--- config.mk ---
export PLATFORM = sky130hd
export DESIGN_NAME = apu_frame_counter_flat
export DESIGN_NICKNAME = d
export VERILOG_FILES = /design/src/rtl/apu_frame_counter_if.sv /design/src/rtl/apu_frame_counter.sv /design/src/flat_wrapper.sv
export SDC_FILE = /design/constraint.sdc
export NUM_CORES = 1
export LEC_CHECK = 0
export BUFFER_PORTS_ARGS = -buffer_cell sky130_fd_sc_hd__buf_2
export CELL_PAD_IN_SITES_DETAIL_PLACEMENT = 0
export CELL_PAD_IN_SITES_GLOBAL_PLACEMENT = 1
export CORE_MARGIN = 4
export CORE_UTILIZATION = 34
export DETAILED_ROUTE_END_ITERATION = 8
export GPL_ROUTABILITY_DRIVEN = 0
export HOLD_SLACK_MARGIN = 0.12
export PLACE_DENSITY_LB_ADDON = 0.1
export SYNTH_ARGS = -nofsm -noshare
export SYNTH_HDL_FRONTEND = slang
export SYNTH_SLANG_ARGS = --single-unit
--- constraint.sdc ---
create_clock -name clk -period 3.9 [get_ports clk]
set_input_delay 0.195 -clock clk [delete_from_list [all_inputs] [get_ports clk]]
set_output_delay 0.195 -clock clk [all_outputs]
set_load 0.05 [all_outputs]
--- src/rtl/apu_frame_counter_if.sv ---
// APU frame counter register/pulse bus.
// master: CPU/APU side driving $4017 writes and $4015 reads.
// slave: the frame counter itself.
interface apu_frame_counter_if;
    logic       reg_write;     // one-cycle $4017 write strobe
    logic [7:0] reg_4017;      // bit7 = 5-step mode, bit6 = irq inhibit
    logic       irq_clear;     // one-cycle $4015 read strobe
    logic       enable_240hz;  // quarter-frame pulse
    logic       enable_120hz;  // half-frame pulse
    logic       frame_irq;     // frame interrupt flag
    logic [2:0] step;          // current sequencer step

    modport master (
        output reg_write, reg_4017, irq_clear,
        input  enable_240hz, enable_120hz, frame_irq, step
    );

    modport slave (
        input  reg_write, reg_4017, irq_clear,
        output enable_240hz, enable_120hz, frame_irq, step
    );
endinterface

--- src/rtl/apu_frame_counter.sv ---
// APU frame counter: DIVIDER-cycle prescaler drives a 4- or 5-step
// sequencer that emits quarter/half-frame pulses and the frame IRQ.
// Optional macro FRAME_IRQ_EN: when defined, the frame IRQ flag, its
// inhibit bit and clear logic are built; otherwise frame_irq is tied 0.
module apu_frame_counter #(
    parameter int DIVIDER = 7457
) (
    input  logic                clk,
    input  logic                rst,
    apu_frame_counter_if.slave  bus
);

    localparam logic [15:0] PRE_LAST = 16'(DIVIDER - 1);

    logic [15:0] presc_q, presc_d;
    logic [2:0]  step_q, step_d;
    logic        mode_q, mode_d;
    logic        q_q, q_d;
    logic        h_q, h_d;
    logic        tick;
    logic [2:0]  last_step;

`ifdef FRAME_IRQ_EN
    logic        inh_q, inh_d;
    logic        irq_q, irq_d;
    logic        irq_set;
    logic        unused_data;
    assign unused_data = ^bus.reg_4017[5:0];
`else
    logic        unused_data;
    assign unused_data = ^{bus.irq_clear, bus.reg_4017[6:0]};
`endif

    assign tick      = (presc_q == PRE_LAST);
    assign last_step = mode_q ? 3'd4 : 3'd3;

    // State register: prescaler, sequencer step, mode and registered outputs
    always_ff @(posedge clk) begin
        if (rst) begin
            presc_q <= '0;
            step_q  <= '0;
            mode_q  <= 1'b0;
            q_q     <= 1'b0;
            h_q     <= 1'b0;
`ifdef FRAME_IRQ_EN
            inh_q   <= 1'b0;
            irq_q   <= 1'b0;
`endif
        end else begin
            presc_q <= presc_d;
            step_q  <= step_d;
            mode_q  <= mode_d;
            q_q     <= q_d;
            h_q     <= h_d;
`ifdef FRAME_IRQ_EN
            inh_q   <= inh_d;
            irq_q   <= irq_d;
`endif
        end
    end

    // Next-state: prescaler wrap, step advance, and $4017 write restart
    always_comb begin
        presc_d = tick ? '0 : presc_q + 16'd1;
        step_d  = step_q;
        mode_d  = mode_q;
        if (tick)
            step_d = (step_q >= last_step) ? 3'd0 : step_q + 3'd1;
        // A write restarts the sequence and swallows a coincident tick, which
        // also keeps step in range when dropping from 5-step to 4-step.
        if (bus.reg_write) begin
            mode_d  = bus.reg_4017[7];
            presc_d = '0;
            step_d  = '0;
        end
    end

    // Output decode: pulses and IRQ set for the step being ticked out of
    always_comb begin
        q_d = 1'b0;
        h_d = 1'b0;
`ifdef FRAME_IRQ_EN
        irq_set = 1'b0;
`endif
        if (bus.reg_write) begin
            q_d = bus.reg_4017[7];
            h_d = bus.reg_4017[7];
        end else if (tick) begin
            case (step_q)
                3'd0: q_d = 1'b1;
                3'd1: begin q_d = 1'b1; h_d = 1'b1; end
                3'd2: q_d = 1'b1;
                3'd3: begin
                    q_d = !mode_q;
                    h_d = !mode_q;
`ifdef FRAME_IRQ_EN
                    irq_set = !mode_q;
`endif
                end
                3'd4: begin q_d = mode_q; h_d = mode_q; end
                default: ;
            endcase
        end
    end

`ifdef FRAME_IRQ_EN
    // IRQ flag: write-inhibit and status read clear it, a new set wins
    always_comb begin
        inh_d = bus.reg_write ? bus.reg_4017[6] : inh_q;
        irq_d = irq_q;
        if (bus.irq_clear)
            irq_d = 1'b0;
        if (bus.reg_write && bus.reg_4017[6])
            irq_d = 1'b0;
        if (irq_set && !inh_q)
            irq_d = 1'b1;
    end

    assign bus.frame_irq = irq_q;
`else
    assign bus.frame_irq = 1'b0;
`endif

    assign bus.enable_240hz = q_q;
    assign bus.enable_120hz = h_q;
    assign bus.step         = step_q;

endmodule

--- src/flat_wrapper.sv ---
// flat-port wrapper written by rule: the top's interface ports become plain ports
module apu_frame_counter_flat 
#(
    parameter int DIVIDER = 7457
)
  (clk, rst, bus_reg_write, bus_reg_4017, bus_irq_clear, bus_enable_240hz, bus_enable_120hz, bus_frame_irq, bus_step);
  apu_frame_counter_if bus_i ();
  input  logic clk;
  input  logic rst;
  input wire logic [$bits(bus_i.reg_write)-1:0] bus_reg_write;
  input wire logic [$bits(bus_i.reg_4017)-1:0] bus_reg_4017;
  input wire logic [$bits(bus_i.irq_clear)-1:0] bus_irq_clear;
  output wire logic [$bits(bus_i.enable_240hz)-1:0] bus_enable_240hz;
  output wire logic [$bits(bus_i.enable_120hz)-1:0] bus_enable_120hz;
  output wire logic [$bits(bus_i.frame_irq)-1:0] bus_frame_irq;
  output wire logic [$bits(bus_i.step)-1:0] bus_step;
  assign bus_i.reg_write = bus_reg_write;
  assign bus_i.reg_4017 = bus_reg_4017;
  assign bus_i.irq_clear = bus_irq_clear;
  assign bus_enable_240hz = bus_i.enable_240hz;
  assign bus_enable_120hz = bus_i.enable_120hz;
  assign bus_frame_irq = bus_i.frame_irq;
  assign bus_step = bus_i.step;
  apu_frame_counter #(.DIVIDER(DIVIDER)) u_core (.clk(clk), .rst(rst), .bus(bus_i));
endmodule
# Word level (Yosys, flattened, before mapping)
# Index checks and enable logic that the tools add are counted.
# W data, S select, Z words.
# op_classes
mux,8
div_mod_pow,0
shift,0
order_cmp,1
bitwise,0
mul,0
eq_ne,5
addsub,2
n_reduce_logical,5
# op_table
op,n
$add A16 B1 Y16 const B,1
$eq A16 B13 Y1 const B,1
$eq A3 B2 Y1 const B,2
$mux W3,2
$pmux W1 S3,2
$reduce_or A3 Y1,2
$mux W1,4
$add A3 B1 Y3 const B,1
$eq A3 B1 Y1 const B,1
$eq A3 B3 Y1 const B,1
$ge A3 B3 Y1,1
$logic_not A3 Y1,1
$reduce_or A2 Y1,1
$logic_not A1 Y1,1
# totals
latchBits,0
ff_bits,22
rom_bits,0
word_cells,26
input_bits,12
mem_bits_rw,0
n_memories,0

# Depth between registers and ports, before layout
# logic_depth
ltp_word,5
depth_mapped,7
mapped_depth_nobuf,6

# Worst setup path before layout
# No wires, ideal clock.
# synth_path
path_kind,reg2reg
start,register u_core.presc_q[0]
end,"register u_core.step_q[1], in the netlist u_core.bus.step[1]"
slack_ns,1.728
arrival_time_ns,2.080
path_stages_with_launch,7
t_required_ns,3.808
synth_period_minus_slack_ns,2.172
cell_sequence,dfxtp_1 inv_1 ha_1 or4b_1 or4_4 or3_4 o32ai_1
# synth_via
elab_chain_len,1
# synth_lines
item,line_no,source
start: declaration,apu_frame_counter.sv:15,"logic [15:0] presc_q, presc_d;"
start signal: assignment,apu_frame_counter.sv:50,presc_q <= presc_d;
$eq A16 B13 Y1,apu_frame_counter.sv:34,assign tick = (presc_q == PRE_LAST);
end signal: assignment,apu_frame_counter.sv:51,step_q <= step_d;
end: declaration,apu_frame_counter.sv:16,"logic [2:0] step_q, step_d;"
# No other way between the ends.
# A chain may end at the register's enable or synchronous reset.

# Final worst setup path
# Same ends and word-level chain as after synthesis.

==> qor.yml <==
outcome: "completed"
yosysUniqueCellTypes: 31
drtPass1Iterations: 4
drt-initial-drc-count: 40
drc: 0
synth-edff-count: 0
hold_class: "input port to flip-flop"
arrival_ns: 2.59
io_pins: 18
hold_buffers: 1
critPathMaxStageDelay_ns: 0.54
yosysWarningCount: 0
syn2layout_area_growth_pct: 11.7
cts_num_sinks: 22
grt_max_degree: 19
critPathSlowestCell: "or4_4"
finalHoldViolations: 0
p_leak_nw: 0.453
synth_cells: 125
via_per_inst: 4.78
die_h_um: 65.3
dp_hpwl_um: 1600
cp.required_ns: 4.12
cts_tree: "built"
fillCellCount: 333
drt-met1-wl_um: 1130
drive_gt1_share_pct: 14.0
ant_nets: 0
wl_met3_um: 55
die_area_um2: 4260
core_um2: 3100
vias: 861
postCtsResizedCells: 0
async_flop_share_pct: 0
yosysSeqAreaShare_pct: 39.5
fmax_mhz: 422
cp_cell_sequence: "inv_1 -> ha_1 -> or4b_1 -> or4_4 -> or3_4 -> o32ai_1"
cp-start-kind: "flip-flop"
rsz0062_at_grt: "false"
fin_setup_tns_ns: 0
ys_ff_latch: 22
min_period_over_period_pct: 60.7
port_buffers: 8
power.density_nw_per_um2: 304
regArea_um2: 440
crit_fanout: 8
setup_viol: 0
end_kind: "flip-flop"
grt-ovfl-total: 0
ir_drop_v: 0.000143
clock_path_buffers: 2
diodes: 0
fin_ws_ns: 1.53
skew_ns: 0.00498
final_common_cell: "dfxtp_1"
htreeDepth: 1
die_w_um: 65.3
cap_violations: 0
final_cell_mix: "dfxtp_1 (22), nor2_1 (21), ha_1 (10)"
cp_num_buf_inv: 1
grt_pass1_wl_um: 3820
period_minus_slack_ns: 2.37
multi_input_area_um2: 638
drt_wl_total_um: 2200
netlist_area_um2: 1120
post-place-ws_ns: 1.57
root_buffer: "clkbuf_4"
wl_met2_um: 964
grtUsageTotal_pct: 11.5
nets: 159
initial_core_util_pct: 36.0
wl_per_cell_um: 12.2
rows: 20
syn_nets: 147
path_clk_slew_ns: 0.12
top_layer: "met4"
postCtsSetupRepairBufs: 0
synth_ff_type: "dfxtp_1"
antenna_found_initial: 0
slew_violations: 0
syn_area_per_cell_um2: 8.93
critPathKind: "flip-flop to flip-flop"
cts_buffers: 3
clkLatencyLatePin_ns: 0.32
grt_pass1_vias: 859
cpLargestDelayFamily: "simple AND/OR/NAND/NOR gates"
[worst register-to-register path: stages, from the launching register on]
cell	delay (ns)
dfxtp_1	0.41
inv_1	0.09
ha_1	0.13
or4b_1	0.44
or4_4	0.54
or3_4	0.38
o32ai_1	0.30
[layout make-up]
class                           count  share of cell area (%)
Multi-Input combinational cell     94                    51.2
Sequential cell                    22                    35.3
Tap cell                           44                    4.42
Timing Repair Buffer                9                    4.02
Clock buffer                        4                    2.91
Inverter                            7                    2.11
[registers in the layout (all words and copies together), names as in the netlist]
name	cells
u_core.presc_q	16
u_core.bus.step	3
u_core.bus.enable_120hz	1
u_core.bus.enable_240hz	1
u_core.mode_q	1
[metal layers]
metal	global-route usage, %	up-vias
met2	18.1	6
met4	5.44	0
met5	0	-
met3	2.56	5
li1	-	456
met1	14.7	394
[path summary, 6_finish.rpt]
path	slack (ns)	cells after the start	endpoint	startpoint
worst max-delay path	1.53	6	u_core.bus.step[1]	u_core.presc_q[0]
worst min-delay path	0.16	3	u_core.mode_q	bus_reg_4017[7]
worst max register to register	1.53	6	u_core.bus.step[1]	u_core.presc_q[0]
worst min register to register	0.54	2	u_core.presc_q[15]	u_core.presc_q[15]
[through the flow]
step	cell area [um2]	hold WS, ns	utilization, %	power, mW	instances
4_1_cts	1250	0.154	40.2	0.382	180
2_1_floorplan	1120	0.264	-	0.249	125
3_5_place_dp	1200	0.414	38.7	0.255	175
5_1_grt	1250	0.175	40.2	0.392	180
3_3_place_gp	1200	0.406	38.7	0.254	175
6_report	1250	0.164	40.2	0.378	180
[Yosys cell counts, drive strengths merged (2+ instances only)]
| master | n | share of area [%] |
|---|---|---|
| dfxtp | 22 | 39 |
| or4 | 2 | 1.7 |
| nand2b | 3 | 1.7 |
| nor4 | 5 | 2.8 |
| xnor2 | 9 | 7.1 |
| nand3 | 6 | 2.7 |
| xor2 | 5 | 3.9 |
| or2 | 2 | 1.1 |
| o22ai | 2 | 1.1 |
| buf | 2 | 1.0 |
| a21oi | 2 | 0.90 |
| nand2 | 7 | 2.6 |
| ha | 10 | 11 |
| nand4 | 5 | 2.8 |
| nor3 | 2 | 0.90 |
| o32ai | 3 | 2.4 |
| nor2 | 21 | 7.1 |
| inv | 7 | 2.4 |
[power by group]
group          switching, mW  total (mW)  internal [mW]
registers            0.00297       0.230          0.227
clock network         0.0707       0.128         0.0571
logic                 0.0137      0.0205        0.00681
total                 0.0873       0.378          0.291
[kinds of logic after synthesis]
| logic type | share of synthesized area (%) |
|---|---|
| xor gates and xnor gates | 11.0 |
| buffers and inverters | 3.36 |
| and+or+nand+nor | 29.1 |
| adders and majority gates | 11.2 |
| other | 0.336 |
| AOI/OAI and AO/OA | 5.49 |
| DFF | 39.5 |
No activity file was read; power rests on OpenSTA's default activity.
